File: config.mk
export PLATFORM = sky130hd
export DESIGN_NAME = async_arb_client
export DESIGN_NICKNAME = d
export VERILOG_FILES = /design/src/rtl/async_arb_pkg.sv /design/src/rtl/async_arb_sync.sv /design/src/rtl/async_arb_client.sv
export SDC_FILE = /design/constraint.sdc
export NUM_CORES = 1
export LEC_CHECK = 0
export BUFFER_PORTS_ARGS = -buffer_cell sky130_fd_sc_hd__buf_4
export CAP_MARGIN = 30
export CORE_AREA = 2 2 39 41
export CTS_CLUSTER_SIZE = 40
export DETAILED_ROUTE_END_ITERATION = 6
export DIE_AREA = 0 0 41 43
export PLACE_DENSITY = 0.61
export REMOVE_ABC_BUFFERS = 1
export SLEW_MARGIN = 10
export SYNTH_ARGS = -nofsm -noshare
export SYNTH_HDL_FRONTEND = slang
export SYNTH_SLANG_ARGS = --single-unit
File: constraint.sdc
create_clock -name clock_i -period 3.12 [get_ports clock_i]
set_input_delay 0.312 -clock clock_i [delete_from_list [all_inputs] [get_ports clock_i]]
set_output_delay 0.312 -clock clock_i [all_outputs]
set_load 0.005 [all_outputs]
File: src/rtl/async_arb_pkg.sv
// Shared types and constants for the per-core async arbiter client.
package async_arb_pkg;

  localparam int SYNC_STAGES_MIN = 2;

  typedef logic [1:0] state_t;

  localparam state_t IDLE    = 2'd0;
  localparam state_t REQ     = 2'd1;
  localparam state_t GRANTED = 2'd2;
  localparam state_t RELEASE = 2'd3;

endpackage

File: src/rtl/async_arb_sync.sv
// N-flop single-bit synchronizer, asynchronous active-high reset.
module async_arb_sync #(
  parameter int STAGES = 2
) (
  input  logic clock_i,
  input  logic reset_i,
  input  logic d_i,
  output logic q_o
);

  logic [STAGES-1:0] sync_q;

  always_ff @(posedge clock_i or posedge reset_i) begin
    if (reset_i) sync_q <= '0;
    else         sync_q <= {sync_q[STAGES-2:0], d_i};
  end

  assign q_o = sync_q[STAGES-1];

endmodule

File: src/rtl/async_arb_client.sv
// Core-side front end turning acquire/release pulses into a 4-phase req/ack
// handshake on one arbiter leaf. Optional wait statistics: ASYNC_ARB_CLIENT_STATS_EN.
module async_arb_client
  import async_arb_pkg::*;
#(
  parameter int SYNC_STAGES = 2,
  parameter int WAIT_W      = 16
) (
  input  logic              clock_i,
  input  logic              reset_i,
  input  logic              acquire_i,
  input  logic              release_i,
  output logic              granted_o,
  output logic              busy_o,
  output logic              arb_req_o,
  input  logic              arb_ack_i
`ifdef ASYNC_ARB_CLIENT_STATS_EN
  ,
  output logic [WAIT_W-1:0] wait_last_o,
  output logic [WAIT_W-1:0] wait_max_o
`endif
);

  if (SYNC_STAGES < SYNC_STAGES_MIN) begin : g_bad_sync
    $error("async_arb_client: SYNC_STAGES must be >= %0d", SYNC_STAGES_MIN);
  end
  if (WAIT_W < 1) begin : g_bad_wait
    $error("async_arb_client: WAIT_W must be >= 1");
  end

  logic   ack_s;
  state_t state_q, state_d;
  logic   acq_pend_q, acq_pend_d;
  logic   rel_pend_q, rel_pend_d;
  logic   arb_req_q, granted_q, busy_q;

  async_arb_sync #(.STAGES(SYNC_STAGES)) u_ack_sync (
    .clock_i (clock_i),
    .reset_i (reset_i),
    .d_i     (arb_ack_i),
    .q_o     (ack_s)
  );

  always_comb begin
    state_d    = state_q;
    acq_pend_d = acq_pend_q;
    rel_pend_d = rel_pend_q;
    case (state_q)
      IDLE: begin
        acq_pend_d = 1'b0;
        if (acquire_i || acq_pend_q) state_d = REQ;
      end
      REQ: begin
        if (release_i) rel_pend_d = 1'b1;
        // A release landing in the same cycle as ack_s still counts as an abort.
        if (ack_s) begin
          rel_pend_d = 1'b0;
          state_d    = (rel_pend_q || release_i) ? RELEASE : GRANTED;
        end
      end
      GRANTED: begin
        if (release_i) begin
          state_d = RELEASE;
          if (acquire_i) acq_pend_d = 1'b1;
        end
      end
      RELEASE: begin
        if (acquire_i) acq_pend_d = 1'b1;
        if (!ack_s)    state_d    = IDLE;
      end
      default: state_d = IDLE;
    endcase
  end

  always_ff @(posedge clock_i or posedge reset_i) begin
    if (reset_i) begin
      state_q    <= IDLE;
      acq_pend_q <= 1'b0;
      rel_pend_q <= 1'b0;
      arb_req_q  <= 1'b0;
      granted_q  <= 1'b0;
      busy_q     <= 1'b0;
    end else begin
      state_q    <= state_d;
      acq_pend_q <= acq_pend_d;
      rel_pend_q <= rel_pend_d;
      arb_req_q  <= (state_d == REQ) || (state_d == GRANTED);
      granted_q  <= (state_d == GRANTED);
      busy_q     <= (state_d != IDLE);
    end
  end

  assign arb_req_o = arb_req_q;
  assign granted_o = granted_q;
  assign busy_o    = busy_q;

`ifdef ASYNC_ARB_CLIENT_STATS_EN
  logic [WAIT_W-1:0] wait_cnt_q, wait_cnt_d, cnt_inc;
  logic [WAIT_W-1:0] wait_last_q, wait_last_d, wait_max_q, wait_max_d;

  // cnt_inc counts the current REQ cycle too, so at grant it equals cycles spent in REQ.
  always_comb begin
    cnt_inc     = (&wait_cnt_q) ? wait_cnt_q : wait_cnt_q + WAIT_W'(1);
    wait_cnt_d  = wait_cnt_q;
    wait_last_d = wait_last_q;
    wait_max_d  = wait_max_q;
    if (state_q != REQ && state_d == REQ) wait_cnt_d = '0;
    else if (state_q == REQ)              wait_cnt_d = cnt_inc;
    if (state_q == REQ && state_d == GRANTED) begin
      wait_last_d = cnt_inc;
      if (cnt_inc > wait_max_q) wait_max_d = cnt_inc;
    end
  end

  always_ff @(posedge clock_i or posedge reset_i) begin
    if (reset_i) begin
      wait_cnt_q  <= '0;
      wait_last_q <= '0;
      wait_max_q  <= '0;
    end else begin
      wait_cnt_q  <= wait_cnt_d;
      wait_last_q <= wait_last_d;
      wait_max_q  <= wait_max_d;
    end
  end

  assign wait_last_o = wait_last_q;
  assign wait_max_o  = wait_max_q;
`endif

endmodule

# Word-level counts from Yosys, hierarchy flattened
# Index checks and enable logic that the tools add are counted.
[totals]
reg_bits = 9
latchBits = 0
ram_bits = 0
romBits = 0
inputBits = 5
output_inout_bits = 3
elab_cells = 33
mem_count = 0
[classes]
n_addsub = 0
mul = 0
div_mod_pow = 0
magnitude_cmp = 0
n_eq_ne = 6
shift = 0
muxes = 11
n_bitwise = 0
n_reduce_logical = 9
[ops]
columns = ["cell", "n"]
rows = [
  ["2-bit 2-to-1 mux", 4],
  ["2-bit one-hot mux with 4 select lines", 1],
  ["2-bit equality test (second input constant)", 3],
  ["1-bit 2-to-1 mux", 5],
  ["2-bit by 1-bit equality test with 1-bit output (second input constant)", 2],
  ["2-bit AND reduction", 2],
  ["2-bit nonzero test", 2],
  ["1-bit logical OR", 3],
  ["1-bit one-hot mux with 3 select lines", 1],
  ["3-bit nonzero test", 1],
  ["2-bit logical NOT", 1],
  ["2-bit inequality test (second input constant)", 1],
]

# Depth between registers and ports, before layout
# Gate-level depths: netlist of run 1.
[logic_depth]
ltp_word = 6
mapped_depth = 7
mapped_depth_nobuf = 7

# Modules after synthesis
# Synthesis of run 1 repeated with hierarchy kept, for this count alone.
[unflattened]
hier_cells = 37
hier_area_um2 = 431.7
[modules_own_cells]
columns = ["module", "instances", "cells_each", "area_each_um2", "seq_area_each_um2"]
rows = [
  ["async_arb_client", 1, 34, 377.9, 175.2],
  ["async_arb_sync", 1, 3, 53.8, 50.0],
]

# Worst setup path before layout of run 1
# Ideal clock, no wire load.
[synth_timing]
path_kind = "reg-to-reg"
from = "register state_q[0]"
to = "register arb_req_q (netlist: arb_req_o)"
setup_time_ns = 0.063
arrival_ns = 1.574
t_required_ns = 3.057
path_slack_ns = 1.483
stages_incl_launch_ff = 7
path_buffers = 0
period_less_slack_ns = 1.637
cell_sequence = "dfrtp_1 > inv_1 > ha_1 > or4b_4 > a21bo_1 > ha_1 > inv_1"
[synth_between]
elab_chain_cells = 4
elab_cells_between_ends = 12
cone_classes = "eq/ne (5); mux (5); reduce/logical (2)"
[synth_lines]
columns = ["element", "line", "rtl"]
rows = [
  ["start: declaration", "async_arb_client.sv:32", "state_t state_q, state_d;"],
  ["start signal: assignment", "async_arb_client.sv:84", "state_q <= state_d;"],
  ["2-bit equality test (tied with other cells)", "async_arb_client.sv:48", "case (state_q)"],
  ["2-bit one-hot mux with 4 select lines *", "async_arb_client.sv:48", ""],
  ["2-bit by 1-bit equality test with 1-bit output / 2-bit equality test (equally long branches)", "async_arb_client.sv:87", "arb_req_q <= (state_d == REQ) || (state_d == GRANTED);"],
  ["1-bit logical OR *", "async_arb_client.sv:87", ""],
  ["end signal: assignment", "async_arb_client.sv:87", ""],
  ["end: declaration", "async_arb_client.sv:35", "logic arb_req_q, granted_q, busy_q;"],
]
# Every way passes the cells marked *; elsewhere a longest branch is shown, timed or not.
# A chain may end at the register's enable or synchronous reset.

# Worst setup path after layout of run 1
# Same ends and word-level chain as after synthesis.

==> results of run 1 <==
[area by class of cell]
class	instances	area (µm²)
sequential	9	225
timing repair buffer	7	52.6
multi-input combinational	22	184
tap	16	20.0
fill	141	857
clock buffer	4	26.3
inverter	5	18.8
[state kept, by name, indices dropped and copies added, names as in the netlist]
signal,count
state_q,2
u_ack_sync.sync_q,2
acq_pend_q,1
arb_req_o,1
busy_o,1
granted_o,1
rel_pend_q,1
[placed cells by master (no fill, tap or decap), types with 2 or more instances in the layout]
cell type	count
dfrtp_1	9
buf_4	7
inv_1	5
ha_1	5
a21oi_1	3
clkbuf_4	3
nand2b_1	2
nor2_1	2
[final timing paths]
path                                 startpoint                   end  slack (ns)  depth (start not counted)
hold / removal                          reset_i  u_ack_sync.sync_q[1]        0.01                          2
hold reg to reg            u_ack_sync.sync_q[0]  u_ack_sync.sync_q[1]        0.36                          0
max in group asynchronous               reset_i            acq_pend_q        2.86                          2
min in group clock_i                  arb_ack_i  u_ack_sync.sync_q[0]        0.16                          1
setup / recovery                     state_q[0]             arb_req_o        1.34                          7
setup reg to reg                     state_q[0]             arb_req_o        1.34                          7
[worst max-delay path: stages, from the launching register on]
cell      delay (ns)
dfrtp_1         0.48
inv_1           0.11
ha_1            0.24
o21a_1          0.11
a311oi_1        0.34
a21bo_1         0.18
ha_1            0.22
inv_1           0.05
[metrics by stage]
step	cell area, µm²	setup slack (ns)
2_1_floorplan	428	1.48
3_3_place_gp	500	1.39
3_5_place_dp	500	1.35
4_1_cts	527	1.32
5_1_grt	527	1.14
6_report	527	1.34
[routing by layer]
metal	share of wire [%]	global-route usage, %	up-vias
li1	-	-	146
met1	43	10.1	140
met2	52	15.3	8
met3	2.9	1.57	2
met4	2.0	12.0	0
met5	0	0	-
[power by group through the flow]
| stage | logic, mW | clock network (mW) | registers [mW] |
|---|---|---|---|
| 5_1_grt | 0.247 | 0.0945 | 0.204 |
| 4_1_cts | 0.211 | 0.0908 | 0.199 |
| 3_3_place_gp | 0.205 | 0 | 0.199 |
| 6_report | 0.207 | 0.0862 | 0.198 |
| 2_1_floorplan | 0.147 | 0 | 0.196 |
| 3_5_place_dp | 0.211 | 0 | 0.201 |
[cell families (layout without fill, tap and decap cells)]
logic type | Yosys count | count (layout) | synth area share, %
AO/OA/AOI/OAI | 10 | 10 | 16.7
adder cells (fa/ha/maj) | 5 | 5 | 14.6
buffers and inverters | 5 | 16 | 4.39
flip-flops | 9 | 9 | 52.6
multiplexers | 1 | 1 | 2.34
AND/OR/NAND/NOR | 6 | 6 | 9.36
==> impl_metrics.env, run 1 <==
export IMPL_p_sw_mw=0.172
export IMPL_power_leakage_nw=0.263
export IMPL_first_iter_violations=4
export IMPL_cts_max_level=1
export IMPL_grt_max_degree=10
export IMPL_slew_headroom_pct=73.3
export IMPL_cts_hold_buf=0
export IMPL_die_w_um=41
export IMPL_io_buffer_count=7
export IMPL_area_growth_syn_to_layout_pct=23.1
export IMPL_final_util_pct=38.1
export IMPL_dp_cells=59
export IMPL_netlist_instances=36
export IMPL_critical_path_class="reg2reg"
export IMPL_cts_buffers=3
export IMPL_grt_setup_unrepaired="false"
export IMPL_maxCapViolations=0
export IMPL_final_hold_viol_count=0
export IMPL_cts_buffer_depth=2
export IMPL_synth_area_um2=428
export IMPL_postRouteAntennaNets=0
export IMPL_yosysTopAreaCell="dfrtp_1"
export IMPL_synthTopCellsByCount="dfrtp_1, ha_1, inv_1"
export IMPL_die_area_um2=1760
export IMPL_startpoint_type="flop"
export IMPL_p_per_area_nw_per_um2=933
export IMPL_nNetsFinal=58
export IMPL_tightestPinTransition_ns=0.397
export IMPL_synth_area_leaders="dfrtp_1, ha_1, inv_1"
export IMPL_clockRootBuffer="clkbuf_4"
export IMPL_drive_gt1_share_pct=23.4
export IMPL_stdcell_count=63
export IMPL_insertedDiodeCount=0
export IMPL_drt_first_pass_iters=4
export IMPL_cts_sinks=9
export IMPL_fin_crit_ns=1.78
export IMPL_path_max_fanout=8
export IMPL_intPower_mw=0.319
export IMPL_ir_worst_vdd_v=0.000233
export IMPL_track_usage_pct=10.2
export IMPL_cp_required_ns=3.32
export IMPL_p_comb_share_pct=42.2
export IMPL_p_total_mw=0.491
export IMPL_rows=14
export IMPL_grt_pass1_wl_um=1110
export IMPL_setup_violations=0
export IMPL_gp_congestion=0.677
export IMPL_grt_pass1_vias=301
export IMPL_antenna_found_initial=0
export IMPL_pwr_share_clk_pct=17.5
export IMPL_drt_wl_total_um=662
export IMPL_syn_area_per_cell_um2=11.9
export IMPL_synth_ff_latch_count=9
export IMPL_dp_hpwl_um=533
export IMPL_yosys_cell_count_top_type="dfrtp_1"
export IMPL_coreArea_um2=1380
export IMPL_cp_data_arrival_time_ns=1.98
export IMPL_endpoint_kind="flop"
export IMPL_num_vias=296
export IMPL_p_sw_share_pct=35.1
export IMPL_max_freq_ghz=0.563
export IMPL_slew_viol_final=0
export IMPL_synth_top_area_share_pct=52.6
export IMPL_ios=8
export IMPL_yosysWarningCount=0
export IMPL_grt_overflow_total=0
export IMPL_ys_seq_area_share_pct=52.6
export IMPL_routedWlPerCell_um=10.5
export IMPL_min_path_type="in2async"
export IMPL_post_drt_via_cell_ratio=4.70
export IMPL_die_h_um=43
export IMPL_path_clk_slew_ns=0.06
export IMPL_start_util_pct=30.9
export IMPL_cts_resized=0
export IMPL_synth_distinct_cells=16
export IMPL_cts_tree="yes"
export IMPL_fin_setup_tns_ns=0
export IMPL_holdWs_ns=0.0134
export IMPL_pwr_share_seq_pct=40.2
export IMPL_postCtsSetupBuffers=0
export IMPL_synth_edff_count=0
export IMPL_drc_errors=0
export IMPL_clkLatencyLatePin_ns=0.26
export IMPL_ys_flop_type="dfrtp_1"
export IMPL_finClkSkew_ns=0.00212
export IMPL_status="finished clean"
export IMPL_async_flop_share_pct=100
export IMPL_fin_crit_sh_pct=57.0
(Power assumes the default switching activity.)
==> run 2: changes to the inputs <==
- ABC_AREA: default -> 1
- PLACE_DENSITY: 0.61 -> 0.62
- clock period: 3.12 -> 1.82 ns (I/O delays scaled with it)
==> run 2 against run 1 <==
  * Clock power grew 69%
  * Critical endpoint unchanged
  * Cell area grew 3.1%
  * Power grew 77%
  * Highest routed layer unchanged
  * Critical path type unchanged
  * Clock skew is essentially flat
==> impl_metrics.env, run 2 <==
export IMPL_p_sw_share_pct=38.4
export IMPL_coreArea_um2=1380
export IMPL_die_w_um=41
export IMPL_hold_end="u_ack_sync.sync_q[0]"
export IMPL_pwr_share_clk_pct=16.8
export IMPL_p_sw_mw=0.334
export IMPL_grt_setup_unrepaired="false"
export IMPL_synth_edff_count=0
export IMPL_cts_buffer_depth=2
export IMPL_status="finished clean"
export IMPL_top_regs="state_q: 2 flops, u_ack_sync.sync_q: 2 flops"
export IMPL_fin_setup_tns_ns=0
export IMPL_gp_congestion=0.718
export IMPL_tightestPinTransition_ns=0.333
export IMPL_ys_flop_type="dfrtp_1"
export IMPL_syn_area_per_cell_um2=8.86
export IMPL_die_area_um2=1760
export IMPL_path_clk_slew_ns=0.05
export IMPL_layout_common_cells="inv_1, nand2_1, dfrtp_1, buf_4, ha_1"
export IMPL_drt_wl_total_um=659
export IMPL_async_flop_share_pct=100
export IMPL_die_h_um=43
export IMPL_intPower_mw=0.537
export IMPL_power_leakage_nw=0.313
export IMPL_synth_top_area_share_pct=51.9
export IMPL_grt_max_degree=10
export IMPL_grt_pass1_wl_um=1260
export IMPL_yosysWarningCount=0
export IMPL_postPlaceCellArea_um2=507
export IMPL_drc_errors=0
export IMPL_hold_path_startpoint="arb_ack_i"
export IMPL_startpoint_type="flop"
export IMPL_grt_overflow_total=0
export IMPL_ios=8
export IMPL_maxCapViolations=0
export IMPL_rows=14
export IMPL_design_area_um2=543
export IMPL_synth_distinct_cells=10
export IMPL_fin_crit_sh_pct=84.5
export IMPL_start_util_pct=31.4
export IMPL_postCtsSetupBuffers=0
export IMPL_cp_required_ns=1.97
export IMPL_first_iter_violations=1
export IMPL_use_met3_pct=3.14
export IMPL_met2_usage_pct=14.7
export IMPL_busiest_layer="met2"
export IMPL_cts_hold_buf=1
export IMPL_finClkSkew_ns=0.00202
export IMPL_p_total_mw=0.872
export IMPL_p_per_area_nw_per_um2=1600
export IMPL_netlist_instances=49
export IMPL_num_vias=326
export IMPL_setup_violations=0
export IMPL_path_max_fanout=6
export IMPL_cts_max_level=1
export IMPL_max_freq_ghz=0.650
export IMPL_synth_area_um2=434
export IMPL_slew_viol_final=0
export IMPL_pwr_share_seq_pct=38.2
export IMPL_final_hold_viol_count=0
export IMPL_grt_use_met1_pct=14.0
export IMPL_area_growth_syn_to_layout_pct=25.1
export IMPL_drive_gt1_share_pct=19.7
export IMPL_nNetsFinal=72
export IMPL_critical_path_class="reg2reg"
export IMPL_cts_resized=0
export IMPL_synth_area_leaders="dfrtp_1, ha_1, inv_1"
export IMPL_r2r_end="arb_req_o"
export IMPL_clkLatencyLatePin_ns=0.25
export IMPL_reg2reg_slack_ns=0.28
export IMPL_cp_data_arrival_time_ns=1.69
export IMPL_hold_depth=1
export IMPL_cts_tree="yes"
export IMPL_p_comb_share_pct=45.1
export IMPL_endpoint_kind="flop"
export IMPL_synthTopCellsByCount="inv_1, nand2_1, dfrtp_1"
export IMPL_track_usage_pct=11.5
export IMPL_r2r_start="state_q[0]"
export IMPL_clockRootBuffer="clkbuf_4"
export IMPL_reg2reg_depth=9
export IMPL_dp_hpwl_um=530
export IMPL_insertedDiodeCount=0
export IMPL_cts_sinks=9
export IMPL_ys_seq_area_share_pct=51.9
export IMPL_yosysTopAreaCell="dfrtp_1"
export IMPL_post_drt_via_cell_ratio=4.23
export IMPL_grt_pass1_vias=329
export IMPL_antenna_found_initial=0
export IMPL_io_buffer_count=7
export IMPL_synth_ff_latch_count=9
export IMPL_postRouteAntennaNets=0
export IMPL_cts_buffers=3
export IMPL_n_fill_cell=146
export IMPL_slew_headroom_pct=77.8
export IMPL_routedWlPerCell_um=8.56
export IMPL_ir_worst_vdd_v=0.000623
export IMPL_drt_first_pass_iters=3
export IMPL_fin_crit_ns=1.54
export IMPL_min_path_type="in2reg"
## run 2: cell count changes after synthesis, moves of 2 or more
cell and change:
o21ai_0 +2, nand2_1 +11, nand3_1 +2, nand2_2 +2, nand2b_1 -2, inv_1 +6, nor2_1 +2
## run 2: kinds of logic (layout without fill, tap and decap cells)
group                      Yosys count  after routing  share of synthesized area [%]
buffers and inverters               11             23                           9.51
DFF                                  9              9                           51.9
AOI/OAI and AO/OA                    5              5                           6.05
and+or+nand+nor                     19             19                           18.2
adders and majority gates            5              5                           14.4
## run 2: per-layer routing
layer  part of all wire [%]  up-vias  wire, µm
met1                     43      144       283
met3                    2.9        5        19
met5                      0        -         0
met2                     49        8       326
li1                       -      169         -
met4                    4.4        0        29
## run 2: worst max-delay path by stage
stage / startpoint / end / slack, ns / cells after the start
2_1_floorplan: state_q[0] / arb_req_o / 0.41 / 9
3_3_place_gp: state_q[0] / arb_req_o / 0.30 / 9
3_5_place_dp: state_q[0] / arb_req_o / 0.29 / 9
4_1_cts: state_q[0] / arb_req_o / 0.27 / 9
5_1_grt: state_q[0] / arb_req_o / 0.12 / 9
6_report: state_q[0] / arb_req_o / 0.28 / 9
## run 2: power groups by stage
stage	sequential [mW]	clock, mW	combinational, mW
finish	0.333	0.146	0.393
detailed placement	0.338	0	0.394
global placement	0.338	0	0.388
global route	0.346	0.166	0.474
floorplan	0.331	0	0.285
CTS	0.335	0.154	0.402
## run 2: worst max-delay path, cell delays in order, from the launching register on
cell	delay (ns)
dfrtp_1	0.43
inv_1	0.15
ha_1	0.22
nand2_1	0.08
nand2_1	0.06
nor2_1	0.04
nand3_1	0.08
nand2_2	0.07
ha_1	0.27
inv_1	0.03
## run 2: cell type report
class                           instances  area [µm²]  area share (%)
Clock buffer                            4        26.3            4.84
Inverter                               11        41.3            7.60
Multi-Input combinational cell         29         168            30.9
Sequential cell                         9         225            41.5
Tap cell                               16        20.0            3.69
Timing Repair Buffer                    8        62.6            11.5
## run 2: metrics by stage
step / hold slack [ns] / instances / worst slack [ns] / utilization, %
6_report: 0.0334 / 77 / 0.282 / 39.2
4_1_cts: 0.0243 / 77 / 0.266 / 39.2
3_3_place_gp: 0.164 / 72 / 0.296 / 36.6
2_1_floorplan: 0.00992 / 49 / 0.405 / -
3_5_place_dp: 0.167 / 72 / 0.289 / 36.6
5_1_grt: 0.0192 / 77 / 0.120 / 39.2
